<file path="config.mk">
export PLATFORM = sky130hd
export DESIGN_NAME = screen_dump
export DESIGN_NICKNAME = d
export VERILOG_FILES = /design/src/rtl/screen_dump.sv
export SDC_FILE = /design/constraint.sdc
export NUM_CORES = 1
export LEC_CHECK = 0
export ABC_CLOCK_PERIOD_IN_PS = 3200
export CAP_MARGIN = 40
export CORE_UTILIZATION = 40
export CTS_CLUSTER_SIZE = 40
export DETAILED_ROUTE_END_ITERATION = 10
export DONT_BUFFER_PORTS = 1
export SETUP_SLACK_MARGIN = 0.4
export SLEW_MARGIN = 20
export SYNTH_ARGS = -nofsm -noshare
export SYNTH_HDL_FRONTEND = slang
export SYNTH_SLANG_ARGS = --single-unit
</file>
<file path="constraint.sdc">
create_clock -name i_clk -period 3.2 [get_ports i_clk]
set_input_delay 0.48 -clock i_clk [delete_from_list [all_inputs] [get_ports i_clk]]
set_output_delay 0.48 -clock i_clk [all_outputs]
set_load 0.01 [all_outputs]
</file>
<file path="src/rtl/screen_dump.sv">
// screen_dump: walks the text VRAM row by row and replays it as a byte stream
// on a valid/ready source port. Each row ends with CR LF. An optional form feed
// is sent first. Control characters and DEL are replaced so the host terminal
// only ever sees printable text.
//
// state  | meaning
// -------+-----------------------------------------------------------
// IDLE   | waiting for i_start; bus released to the terminal controller
// FF     | offering 8'h0C (form feed) ahead of row 0
// READ   | VRAM read strobe for {row, col}
// WAIT   | VRAM data arrives; substitute and latch it
// SEND   | offering the latched character
// CR     | offering 8'h0D at end of row
// LF     | offering 8'h0A; advance row or finish
// DONE   | one-cycle completion pulse, counters cleared
module screen_dump #(
  parameter logic [5:0] LAST_COL   = 6'd59,
  parameter logic [4:0] LAST_ROW   = 5'd16,
  parameter bit         SEND_FF    = 1'b1,
  parameter logic [7:0] SUBST_CHAR = 8'h20
) (
  input  logic        i_clk,
  input  logic        i_rst,
  input  logic        i_start,
  output logic        o_busy,
  output logic        o_done,
  output logic [10:0] o_vram_addr,
  output logic        o_vram_ce,
  output logic        o_vram_w,
  output logic [7:0]  o_vram_din,
  input  logic [7:0]  i_vram_dout,
  output logic [7:0]  o_char,
  output logic        o_valid,
  input  logic        i_ready
);

  typedef enum logic [2:0] {
    S_IDLE,
    S_FF,
    S_READ,
    S_WAIT,
    S_SEND,
    S_CR,
    S_LF,
    S_DONE
  } state_t;

  state_t     state, state_nx;
  logic [5:0] col, col_nx;
  logic [4:0] row, row_nx;
  logic [7:0] char_q, char_nx;
  logic       xfer;

  // o_valid is decoded from state, so a transfer depends on i_ready only
  // through the next-state logic, never through an output.
  assign xfer = o_valid & i_ready;

  // This block only ever reads VRAM.
  assign o_vram_w    = 1'b0;
  assign o_vram_din  = 8'h00;
  assign o_vram_addr = {row, col};

  // State, position counters and the latched character.
  always_ff @(posedge i_clk) begin
    if (i_rst) begin
      state  <= S_IDLE;
      col    <= '0;
      row    <= '0;
      char_q <= 8'h00;
    end else begin
      state  <= state_nx;
      col    <= col_nx;
      row    <= row_nx;
      char_q <= char_nx;
    end
  end

  // Next-state, counter advance and character substitution.
  always_comb begin
    state_nx = state;
    col_nx   = col;
    row_nx   = row;
    char_nx  = char_q;
    case (state)
      S_IDLE: begin
        if (i_start) state_nx = SEND_FF ? S_FF : S_READ;
      end
      S_FF: begin
        if (xfer) state_nx = S_READ;
      end
      S_READ: begin
        state_nx = S_WAIT;
      end
      S_WAIT: begin
        // 8'h80..8'hFF pass through untouched.
        if ((i_vram_dout < 8'h20) || (i_vram_dout == 8'h7F)) char_nx = SUBST_CHAR;
        else char_nx = i_vram_dout;
        state_nx = S_SEND;
      end
      S_SEND: begin
        if (xfer) begin
          if (col == LAST_COL) begin
            state_nx = S_CR;
          end else begin
            col_nx   = col + 6'd1;
            state_nx = S_READ;
          end
        end
      end
      S_CR: begin
        if (xfer) state_nx = S_LF;
      end
      S_LF: begin
        if (xfer) begin
          if (row == LAST_ROW) begin
            state_nx = S_DONE;
          end else begin
            row_nx   = row + 5'd1;
            col_nx   = '0;
            state_nx = S_READ;
          end
        end
      end
      S_DONE: begin
        row_nx   = '0;
        col_nx   = '0;
        state_nx = S_IDLE;
      end
      default: begin
        state_nx = S_IDLE;
      end
    endcase
  end

  // Outputs decoded from state only; they stay stable while a stall lasts.
  always_comb begin
    o_busy    = (state != S_IDLE);
    o_done    = (state == S_DONE);
    o_vram_ce = (state == S_READ);
    o_valid   = 1'b0;
    o_char    = 8'h00;
    case (state)
      S_FF: begin
        o_valid = 1'b1;
        o_char  = 8'h0C;
      end
      S_SEND: begin
        o_valid = 1'b1;
        o_char  = char_q;
      end
      S_CR: begin
        o_valid = 1'b1;
        o_char  = 8'h0D;
      end
      S_LF: begin
        o_valid = 1'b1;
        o_char  = 8'h0A;
      end
      default: begin
        o_valid = 1'b0;
        o_char  = 8'h00;
      end
    endcase
  end

endmodule

</file>
======== Word level (Yosys, flattened, before mapping) ========
Index checks and enable logic that the tools add are counted.
cells by class
  add/subtract/negate cells ............... 2
  mux-type cells .......................... 19
  $lt $le $gt $ge ......................... 1
  bitwise logic cells ..................... 1
  reduce and logical (&&, ||, !) cells .... 9
  eq/ne operators ......................... 17
operators with widths
  cell                                                                           number
  8-bit one-hot mux with 4 select lines                                          1
  6-bit two-way mux                                                              4
  3-bit one-hot mux with 8 select lines                                          1
  3-bit two-way mux                                                              7
  6-bit one-hot mux with 3 select lines                                          1
  2-bit inequality test (second input constant)                                  7
  3-bit equality test (second input constant)                                    4
  5-bit two-way mux                                                              2
  5-bit one-hot mux with 2 select lines                                          1
  5-bit AND reduction                                                            2
  8-bit by 7-bit equality test with 1-bit output (second input constant)         1
  8-bit by 6-bit less-than comparator with 1-bit output (second input constant)  1
  8-bit two-way mux                                                              1
  6-bit by 1-bit adder with 6-bit output (second input constant)                 1
  3-bit by 2-bit equality test with 1-bit output (second input constant)         2
  6-bit equality test (second input constant)                                    1
  3-bit nonzero test                                                             2
  5-bit by 1-bit adder with 5-bit output (second input constant)                 1
  5-bit equality test (second input constant)                                    1
  4-bit OR reduction                                                             1
  3-bit by 1-bit equality test with 1-bit output (second input constant)         1
  3-bit logical NOT                                                              1
  3-bit AND reduction                                                            1
  2-bit nonzero test                                                             1
  other kinds (3)                                                                3
storage, ports and cells
  register bits after elaboration ......... 22
  input port bits ......................... 12
  output and inout port bits .............. 32
  logic and storage cells ................. 53

======== Depth between registers and ports, before layout ========
Gate-level depths: netlist (run 1).
  depth after elaboration ................. 6
  mapped depth ............................ 6
  gate-level depth less buffers ........... 6

======== Least setup slack after synthesis (run 1) ========
OpenSTA, ideal clock, no wires.
  kind .................................... register to register
  from .................................... register col[0]
  to ...................................... register col[4]
  slack ................................... 1.216 ns
  stages on the path, launching flop included .. 7
  data arrival time ....................... 1.888 ns
  period minus slack after synthesis ...... 1.984 ns
  data required time ...................... 3.104 ns
  buffers on the path ..................... 1
  library setup time ...................... 0.096 ns
  cells stage by stage .................... dfxtp_1 -> ha_1 -> and4b_1 -> and3_1 -> buf_6 -> or4_4 -> o41ai_2
between the ends
  word-level cells in the longest chain between the ends .. 4
  elaborated cells on any way between the ends .. 7
  classes of those cells .................. 1 x add/sub; 2 x eq/ne; 3 x mux; 1 x reduce/logical
ends and longest elaborated chain
  item                                    RTL line  source
  from (decl)                             49        logic [5:0] col, col_nx;
  from (signal assigned)                  72        col <= col_nx;
  6-bit by 1-bit adder with 6-bit output  105       col_nx = col + 6'd1;
  6-bit two-way mux                       102       if (col == LAST_COL) begin
  6-bit two-way mux                       101       if (xfer) begin
  6-bit one-hot mux with 3 select lines   84        case (state)
Parallel ways exist; a longest one is shown, timed or not. The select of a mux whose other input is x is not followed.
A chain may end at the register's enable or synchronous reset.

======== Final worst setup path (run 1) ========
  from .................................... register col[0]
  to ...................................... register col[5]
The elaborated chain is that of the path after synthesis.

==> results.ini, run 1 <==
[finish]
area_growth_syn_to_layout_pct = 1.41
final_cell_mix = dfxtp_1, nor2_1, nand2_1
n_antenna_cell = 0
nNetsFinal = 179
utilization_pct = 43.5
drive_gt1_share_pct = 4.29
n_fill_cell = 334
final_common_cell = dfxtp_1
final_cell_count_no_fill = 207

[synthesis]
ys_types = 46
syn_area_per_cell_sq_um = 7.97
synth_edf_count = 0
ys.warnings.count = 0
ys_seq_elements = 22
ys_seq_area_share_pct = 33.1
synthArstFlopShare_pct = 0
syn_inst = 167
yosysTopAreaCell = dfxtp_1
synth_top_area_share_pct = 33.1
synth_ff_type = dfxtp_1
synth_area_leaders = dfxtp_1, buf_4, a21oi_1
netlist_area_sq_um = 1330

[hold_path]
min-delay-start = i_rst
min_to = char_q[6]
min_path_type = primary input to flop
holdPathStages = 1

[clock_tree]
path_clk_slew_ns = 0.13
postCtsSetupBuffers = 0
clock_latency_ns = 0.31
cts_htree_levels = 1
cts-resized-gates = 0
ctsHoldBuffers = 0
cts_buffers = 3
clock_path_buffers = 2
root_buffer = clkbuf_4
clkSinkCount = 22
cts_tree = built

[detailed_routing]
first_pass_iters = 4
routed_via_density = 5.56
routedWlPerCell_microns = 13.8
ant_nets = 0
vias = 1151
drt-total-wl_microns = 2860
drcViolationCount = 0
drtIter0Drc = 75

[worst_setup_path]
worstSetupEndpointType = flop
cp.required_ns = 3.42
rr_startpoint = col[0]
cp_top_family = simple AND/OR/NAND/NOR gates
worst-path-max-fanout = 9
cp-start-kind = flop
crit_buf_inv = 0
worst-r2r-cell-count = 5
path_class = flop to flop
cp.arrival_ns = 2.35
critPathMaxStageDelay_ns = 0.58
r2r-end = col[5]
worst_path_max_delay_cell = or4_4
crit_chain = ha_1 > and4b_1 > and3_1 > or4_4 > o41ai_1
r2r_slack_ns = 1.07

[timing]
setup_ws_ns = 1.07
drv_slew = 0
hold_viol_final = 0
clock.fmax_ghz = 0.469
setup_total_negative_slack_ns = 0
finalCritPeriodShare_pct = 66.7
post-route-min-period_ns = 2.13
tightest_slew_ns = 0.591
rsz0062_at_grt = false
finalSetupViolCount = 0
finClkSkew_ns = 0.00399
timing.slew.headroom_pct = 60.5

[grt]
grt_pass1_wl_microns = 4660
grt_start_max_net_pins = 25
antenna_found_initial = 0
overflow = 0
grt_usage_pct = 17.1
grt_pass1_vias = 1046

[floorplan]
rows = 20
io_pins = 44
die_y_microns = 59.7
dieArea_sq_um = 3560
fp.coreArea_sq_um = 3100
die_w_microns = 59.7
initial_utilization_pct = 42.9

[placement]
dp.cells = 203
globalplace.congestion = 0.866
hpwl_microns = 2150
pre_cts_ws_ns = 1.08
port_buffers = 0

[flow_run]
drv_cap = 0

[pwr]
power.density_nw_per_um2 = 404
total_power_w = 0.000545
leakagePower_nw = 0.494
ir_drop_mv = 0.222

[status]
status = finished clean

-- sequential cells by signal, summed over array words and instances, names as in the netlist --
register	flops
col	6
char_q	8
row	5
state	3
-- synthesized netlist by cell type, types with 2 or more instances --
| cell | count |
|---|---|
| inv_1 | 7 |
| buf_1 | 2 |
| and2_1 | 5 |
| nand3_1 | 8 |
| buf_4 | 9 |
| nand4_1 | 2 |
| o311ai_1 | 2 |
| a21oi_1 | 12 |
| and3_1 | 4 |
| o211ai_1 | 8 |
| xor2_1 | 3 |
| nand2b_1 | 4 |
| o31ai_1 | 3 |
| nor3_1 | 7 |
| ha_1 | 3 |
| clkbuf_1 | 3 |
| a21o_1 | 2 |
| nand2_1 | 13 |
| nor2b_1 | 4 |
| nor2_1 | 14 |
| o41ai_1 | 5 |
| dfxtp_1 | 22 |
| o211a_1 | 2 |
-- where the power goes --
group / switching [W] / internal, W / total (W)
logic: 0.0000506 / 0.0000288 / 0.0000794
clock network: 0.0000890 / 0.0000695 / 0.000159
registers: 0.0000231 / 0.000284 / 0.000307
total: 0.000163 / 0.000382 / 0.000545
-- layer usage --
metal	track usage, %	vias up	part of all wire (%)
met2	28.9	49	47
li1	-	583	-
met3	4.33	4	7.0
met4	4.98	0	1.0
met5	0	-	0
met1	21.2	515	45
-- through the flow --
stage	hold slack, ns	cell area (sq um)
5_1_grt	0.195	1350
3_5_place_dp	0.440	1310
4_1_cts	0.208	1350
3_3_place_gp	0.435	1310
2_1_floorplan	0.427	1360
6_report	0.212	1350
-- cell families after synthesis --
family          count (synthesis)  share of synthesized area [%]
simple gates                   70                           27.7
compound gates                 44                           24.2
buf+inv                        24                           9.96
flops                          22                           33.1
xor+xnor                        3                           1.97
fa+ha+maj                       3                           2.82
other cells                     1                          0.282
-- how the worst max path moves through the flow --
stage | startpoint | to | slack, ns | cells past startpoint
after global placement | col[0] | col[4] | 1.17 | 5
after detailed placement | col[0] | col[5] | 1.08 | 5
after floorplan | col[0] | col[4] | 1.22 | 6
after CTS | col[0] | col[5] | 1.08 | 5
after global routing | col[0] | col[5] | 0.93 | 5
final | col[0] | col[5] | 1.07 | 5
-- layout make-up --
class                   count  area [sq um]  share of cell area [%]
multi-input cells         129           788                    58.4
clock buffers               4          36.3                    2.69
flip-flops and latches     22           440                    32.6
inverters                   8          30.0                    2.22
well taps                  44          55.1                    4.08
Power figures use the tool's default switching activity.
==> run 2: changes to the inputs <==
--- a/config.mk
+++ b/config.mk
@@ -5,7 +5,7 @@
 export SDC_FILE = /design/constraint.sdc
 export NUM_CORES = 1
 export LEC_CHECK = 0
-export ABC_CLOCK_PERIOD_IN_PS = 3200
+export ABC_CLOCK_PERIOD_IN_PS = 1800
 export CAP_MARGIN = 40
 export CORE_UTILIZATION = 40
 export CTS_CLUSTER_SIZE = 40
==> constraint.sdc (replaced) <==
create_clock -name i_clk -period 1.8 [get_ports i_clk]
set_input_delay 0.27 -clock i_clk [delete_from_list [all_inputs] [get_ports i_clk]]
set_output_delay 0.27 -clock i_clk [all_outputs]
set_load 0.01 [all_outputs]
==> run 2 against run 1 <==
  * Utilization grew 20 points
  * Cell count grew 20%
  * Fmax grew 24%
  * Highest routed layer unchanged
==> results.ini, run 2 (synthesized netlist as in run 1, its figures left out) <==
[clock_tree]
cts_tree = built
clkSinkCount = 22
path_clk_slew_ns = 0.13
cts_htree_levels = 1
root_buffer = clkbuf_4
clock_latency_ns = 0.31
clock_path_buffers = 2
cts_buffers = 3

[finish]
regMostFlops = char_q
final_cell_count_no_fill = 249
n_antenna_cell = 0
top_regs = char_q: 8 flops, col: 6 flops, row: 5 flops
largest_reg_flops = 8
final_common_cell = buf_4
nNetsFinal = 221
final_cell_mix = buf_4, dfxtp_1, nand2_1
area_growth_syn_to_layout_pct = 47.7
drive_gt1_share_pct = 43.9

[timing]
rsz0062_at_grt = true
setup_total_negative_slack_ns = 0
hold_viol_final = 0
finalSetupViolCount = 0
drv_slew = 0
clock.fmax_ghz = 0.580
finClkSkew_ns = 0.00375
finalCritPeriodShare_pct = 95.7
post-route-min-period_ns = 1.72

[detailed_routing]
drt-total-wl_microns = 3980
routed_via_density = 5.57
drcViolationCount = 0
ant_nets = 0
routedWlPerCell_microns = 16.0
drtIter0Drc = 48
first_pass_iters = 4
vias = 1388

[worst_setup_path]
rr_startpoint = col[0]
cp.required_ns = 2.02
worstSetupEndpointType = flop
cp-start-kind = flop
path_class = flop to flop
critPathMaxStageDelay_ns = 0.47
worst_path_max_delay_cell = or4_4
r2r_slack_ns = 0.08
crit_chain = ha_4 > and4b_1 > and3_4 > or4_4 > o41ai_2
worst-r2r-cell-count = 5
r2r-end = col[2]
worst-path-max-fanout = 5
cp.arrival_ns = 1.94

[pwr]
pwr-share-seq_pct = 43.9
switching_share_pct = 32.1
internal_power_w = 0.000822
leakagePower_nw = 0.745
switchingPower_w = 0.000389
power.density_nw_per_um2 = 616
pwr-share-clk_pct = 19.9
ir_drop_mv = 0.461
combinationalPowerShare_pct = 36.2

[placement]
port_buffers = 0
hpwl_microns = 2480
globalplace.congestion = 0.834
dp.cells = 224

[floorplan]
dieArea_sq_um = 3560
initial_utilization_pct = 42.9
fp.coreArea_sq_um = 3100
die_w_microns = 59.7
rows = 20
die_y_microns = 59.7
io_pins = 44

[flow_run]
drv_cap = 0

[grt]
antenna_found_initial = 0
grt_start_max_net_pins = 25
grt_pass1_wl_microns = 5830
grt_usage_pct = 21.5
overflow = 0
grt_pass1_vias = 1289

[hold_path]
min-delay-start = i_rst
min_to = char_q[5]
min_path_type = primary input to flop
holdPathStages = 1

[status]
status = finished clean

[run 2: changes by cell type in the layout (fill, tap and decap cells not counted), sizes merged]
| cell | before | now |
|---|---|---|
| buf | 0 | 40 |
| dlygate4sd3 | 0 | 2 |
[run 2: area by class of cell]
class | count | area (sq um)
clock buffer | 4 | 26.3
fill | 271 | 1140
inverter | 8 | 37.5
multi-input combinational | 129 | 1010
sequential | 22 | 459
tap | 44 | 55.1
timing repair buffer | 42 | 382
[run 2: worst max-delay path: cells and delay by family (launching register included)]
kind | cells | cell delay [ns]
adder cells (fa/ha/maj) | 1 | 0.15
AO/OA/AOI/OAI | 1 | 0.23
flip-flops | 1 | 0.37
AND/OR/NAND/NOR | 3 | 0.87
[run 2: repair_timing]
item | in CTS | in global routing
setup endpoints to repair | 28 | 26
resized for setup | 42 | 22
hold buffers | 1 | 1
pin swaps | 10 | 13
endpoints found under the hold margin | 1 | 9
buffers inserted | 12 | 7
[run 2: metrics by stage]
step                utilization, %  worst slack (ns)  hold WS, ns  power, W  area (sq um)
floorplan                        -            0.0574        0.427  0.000694          1400
global placement              48.6             0.115        0.341  0.000719          1510
detailed placement            48.6           0.00139        0.341  0.000723          1510
CTS                           58.2            0.0924      0.00180   0.00110          1810
global route                  63.3            0.0349     0.000976   0.00127          1970
finish                        63.3            0.0771       0.0187   0.00121          1970
[run 2: metal layers]
layer	global-route usage (%)	vias to the layer above	wire [microns]
met5	0	-	0
li1	-	666	-
met2	35.4	43	2060
met3	6.06	4	201
met4	6.98	0	29
met1	27.0	675	1690
[run 2: how the worst max path moves through the flow]
stage,startpoint,endpoint
floorplan,col[0],col[2]
global placement,col[0],col[2]
detailed placement,col[0],col[2]
CTS,col[0],col[2]
global route,col[0],col[5]
finish,col[0],col[2]
[run 2: power groups by stage]
stage	Sequential (W)	Combinational [W]	Clock, W
detailed placement	0.000540	0.000183	0
floorplan	0.000528	0.000167	0
finish	0.000532	0.000438	0.000241
global placement	0.000538	0.000181	0
global route	0.000534	0.000466	0.000265
CTS	0.000528	0.000322	0.000247
==> run 3: changes to the inputs <==
--- a/config.mk
+++ b/config.mk
@@ -5,6 +5,7 @@
 export SDC_FILE = /design/constraint.sdc
 export NUM_CORES = 1
 export LEC_CHECK = 0
+export ABC_AREA = 1
 export ABC_CLOCK_PERIOD_IN_PS = 1800
 export CAP_MARGIN = 40
 export CORE_UTILIZATION = 40
==> run 3 against run 2 <==
  * Clock-buffer cell count unchanged
  * Combinational power shrank 34%
  * Clock skew up 0.0013 ns
  * Fmax is 23% higher
  * Via count fell by 2.7%
  * Sequential power grew 6.0%
  * Synthesized area up 11%
  * Wire length decreased by 13%
  * Total power increased by 1.0%
  * Sequential cell count unchanged
  * First-iteration DRC count up 23%
  * Register-to-register slack improved by 0.35 ns
==> results.ini, run 3 <==
[status]
status = finished clean

[clock_tree]
clkSinkCount = 22
root_buffer = clkbuf_8
path_clk_slew_ns = 0.08
cts_buffers = 3
clock_path_buffers = 2
cts_htree_levels = 1
clock_latency_ns = 0.27
cts_tree = built

[floorplan]
die_y_microns = 62.8
io_pins = 44
fp.coreArea_sq_um = 3440
rows = 21
dieArea_sq_um = 3940
die_w_microns = 62.8
initial_utilization_pct = 43.0

[detailed_routing]
drcViolationCount = 0
routedWlPerCell_microns = 12.3
routed_via_density = 4.81
drtIter0Drc = 59
ant_nets = 0
first_pass_iters = 4
vias = 1351
drt-total-wl_microns = 3460

[finish]
regMostFlops = char_q
design_area_sq_um = 1830
n_antenna_cell = 0
n_fill_cell = 336
area_growth_syn_to_layout_pct = 23.6
nNetsFinal = 251
utilization_pct = 53.1
final_cell_count_no_fill = 281
final_common_cell = nand2_1
final_cell_mix = nand2_1, nor2_1, inv_1
drive_gt1_share_pct = 32.3
top_regs = char_q: 8 flops, col: 6 flops, row: 5 flops
largest_reg_flops = 8

[synthesis]
yosysTopAreaCell = dfxtp_1
synth_simple_gate_area_share_pct = 38.3
synthMuxAreaShare_pct = 0
syn_inst = 219
netlist_area_sq_um = 1480
ys.warnings.count = 0
synth_xor_xnor_area_share_pct = 1.18
synth_area_leaders = dfxtp_1, nand2_1, nor2_1
ys_seq_area_share_pct = 29.8
ys_types = 29
synthTopCellsByCount = nand2_1, nor2_1, inv_1
synth_compound_area_share_pct = 12.3
syn_area_per_cell_sq_um = 6.75
synth_top_family_by_area = simple AND/OR/NAND/NOR gates
synthArstFlopShare_pct = 0
synth_top_area_share_pct = 29.8
synth_edf_count = 0
synth_ff_type = dfxtp_1
synth-adder-area-share_pct = 2.54
yosysMostFrequentCell = nand2_1
ys_seq_elements = 22

[placement]
dp.cells = 265
place_area_sq_um = 1510
hpwl_microns = 2420
globalplace.congestion = 0.851
port_buffers = 0

[pwr]
leakagePower_nw = 0.751
ir_drop_mv = 0.368
power.density_nw_per_um2 = 669

[timing]
hold_viol_final = 0
rsz0062_at_grt = true
drv_slew = 0
finalCritPeriodShare_pct = 77.7
clock.fmax_ghz = 0.715
finalSetupViolCount = 0
post-route-min-period_ns = 1.40
setup_total_negative_slack_ns = 0
finClkSkew_ns = 0.00503

[worst_setup_path]
cp.required_ns = 1.53
worst-r2r-cell-count = 10
worst_path_max_delay_cell = dfxtp_4
critPathMaxStageDelay_ns = 0.37
crit_chain = buf_4 > nand2_1 > inv_2 > nor2_4 > buf_6
rr_startpoint = row[1]
cp.arrival_ns = 1.13
cp-start-kind = flop
cp-startpoint = state[1]
path_class = flop to primary output
worst-path-max-fanout = 4
worstSetupEndpointType = primary output

[grt]
grt_pass1_vias = 1211
grt_pass1_wl_microns = 5600
grt_start_max_net_pins = 16
overflow = 0
grt_usage_pct = 18.2
antenna_found_initial = 0

[hold_path]
holdPathStages = 1
min_path_type = primary input to flop
min-delay-start = i_rst

[flow_run]
drv_cap = 0

==> run 3: changes by cell type in the layout (fill, tap and decap cells not counted), moves of 9 or more <==
cell	delta
nor2_4	+11
buf_4	-13
a21oi_1	+9
nand3_1	+9
nand2_1	+23
inv_1	+16
o21ai_0	+9
nor2_1	+13
==> run 3: cells by family after synthesis <==
family	Yosys count
compound gates	35
xor+xnor	2
fa+ha+maj	3
buf+inv	46
flops	22
other cells	1
simple gates	110
==> run 3: cell type report <==
type,count,area (sq um),area share [%]
Timing Repair Buffer,18,146,8.01
Inverter,31,121,6.64
Sequential cell,22,462,25.3
Clock buffer,4,55.1,3.01
Multi-Input combinational cell,160,986,53.9
Tap cell,46,57.6,3.15
==> run 3: worst paths after layout <==
| check | slack, ns | end |
|---|---|---|
| setup reg to reg | 0.43 | col[0] |
| hold / removal | 0.04 | row[4] |
| setup / recovery | 0.40 | o_valid |
| hold reg to reg | 0.51 | row[0] |
==> run 3: critical path, delay by kind of cell (launching register included) <==
family                 cells  cell delay (ns)
flip-flops                 1             0.37
AND/OR/NAND/NOR            2             0.17
buffers and inverters      3             0.31
==> run 3: where the power goes <==
group          switching, W  internal, W  leakage (nW)
Combinational      0.000188     0.000102         0.539
Sequential        0.0000491     0.000515         0.183
Clock              0.000173     0.000196        0.0288
==> run 3: stage by stage <==
| step | hold slack, ns | worst slack (ns) | power (W) |
|---|---|---|---|
| 2_1_floorplan | 0.419 | 0.423 | 0.000786 |
| 3_3_place_gp | 0.342 | 0.354 | 0.000809 |
| 3_5_place_dp | 0.345 | 0.302 | 0.000807 |
| 4_1_cts | 0.0455 | 0.376 | 0.00120 |
| 5_1_grt | 0.0369 | 0.361 | 0.00129 |
| 6_report | 0.0409 | 0.401 | 0.00122 |
==> run 3: what timing repair did <==
item	in CTS	in global routing
hold buffers	0	0
gates resized for setup	23	30
setup buffers	3	8
setup endpoints to repair	24	20
pin swaps	2	13
gates cloned	0	1
==> run 3: routing by layer <==
metal	wire length [microns]	global-route usage [%]	up-vias	share of wire (%)
met5	0	0	-	0
met4	57	7.85	0	1.6
met3	183	4.56	5	5.3
met2	1640	30.0	30	47
met1	1570	22.3	597	46
li1	-	-	719	-
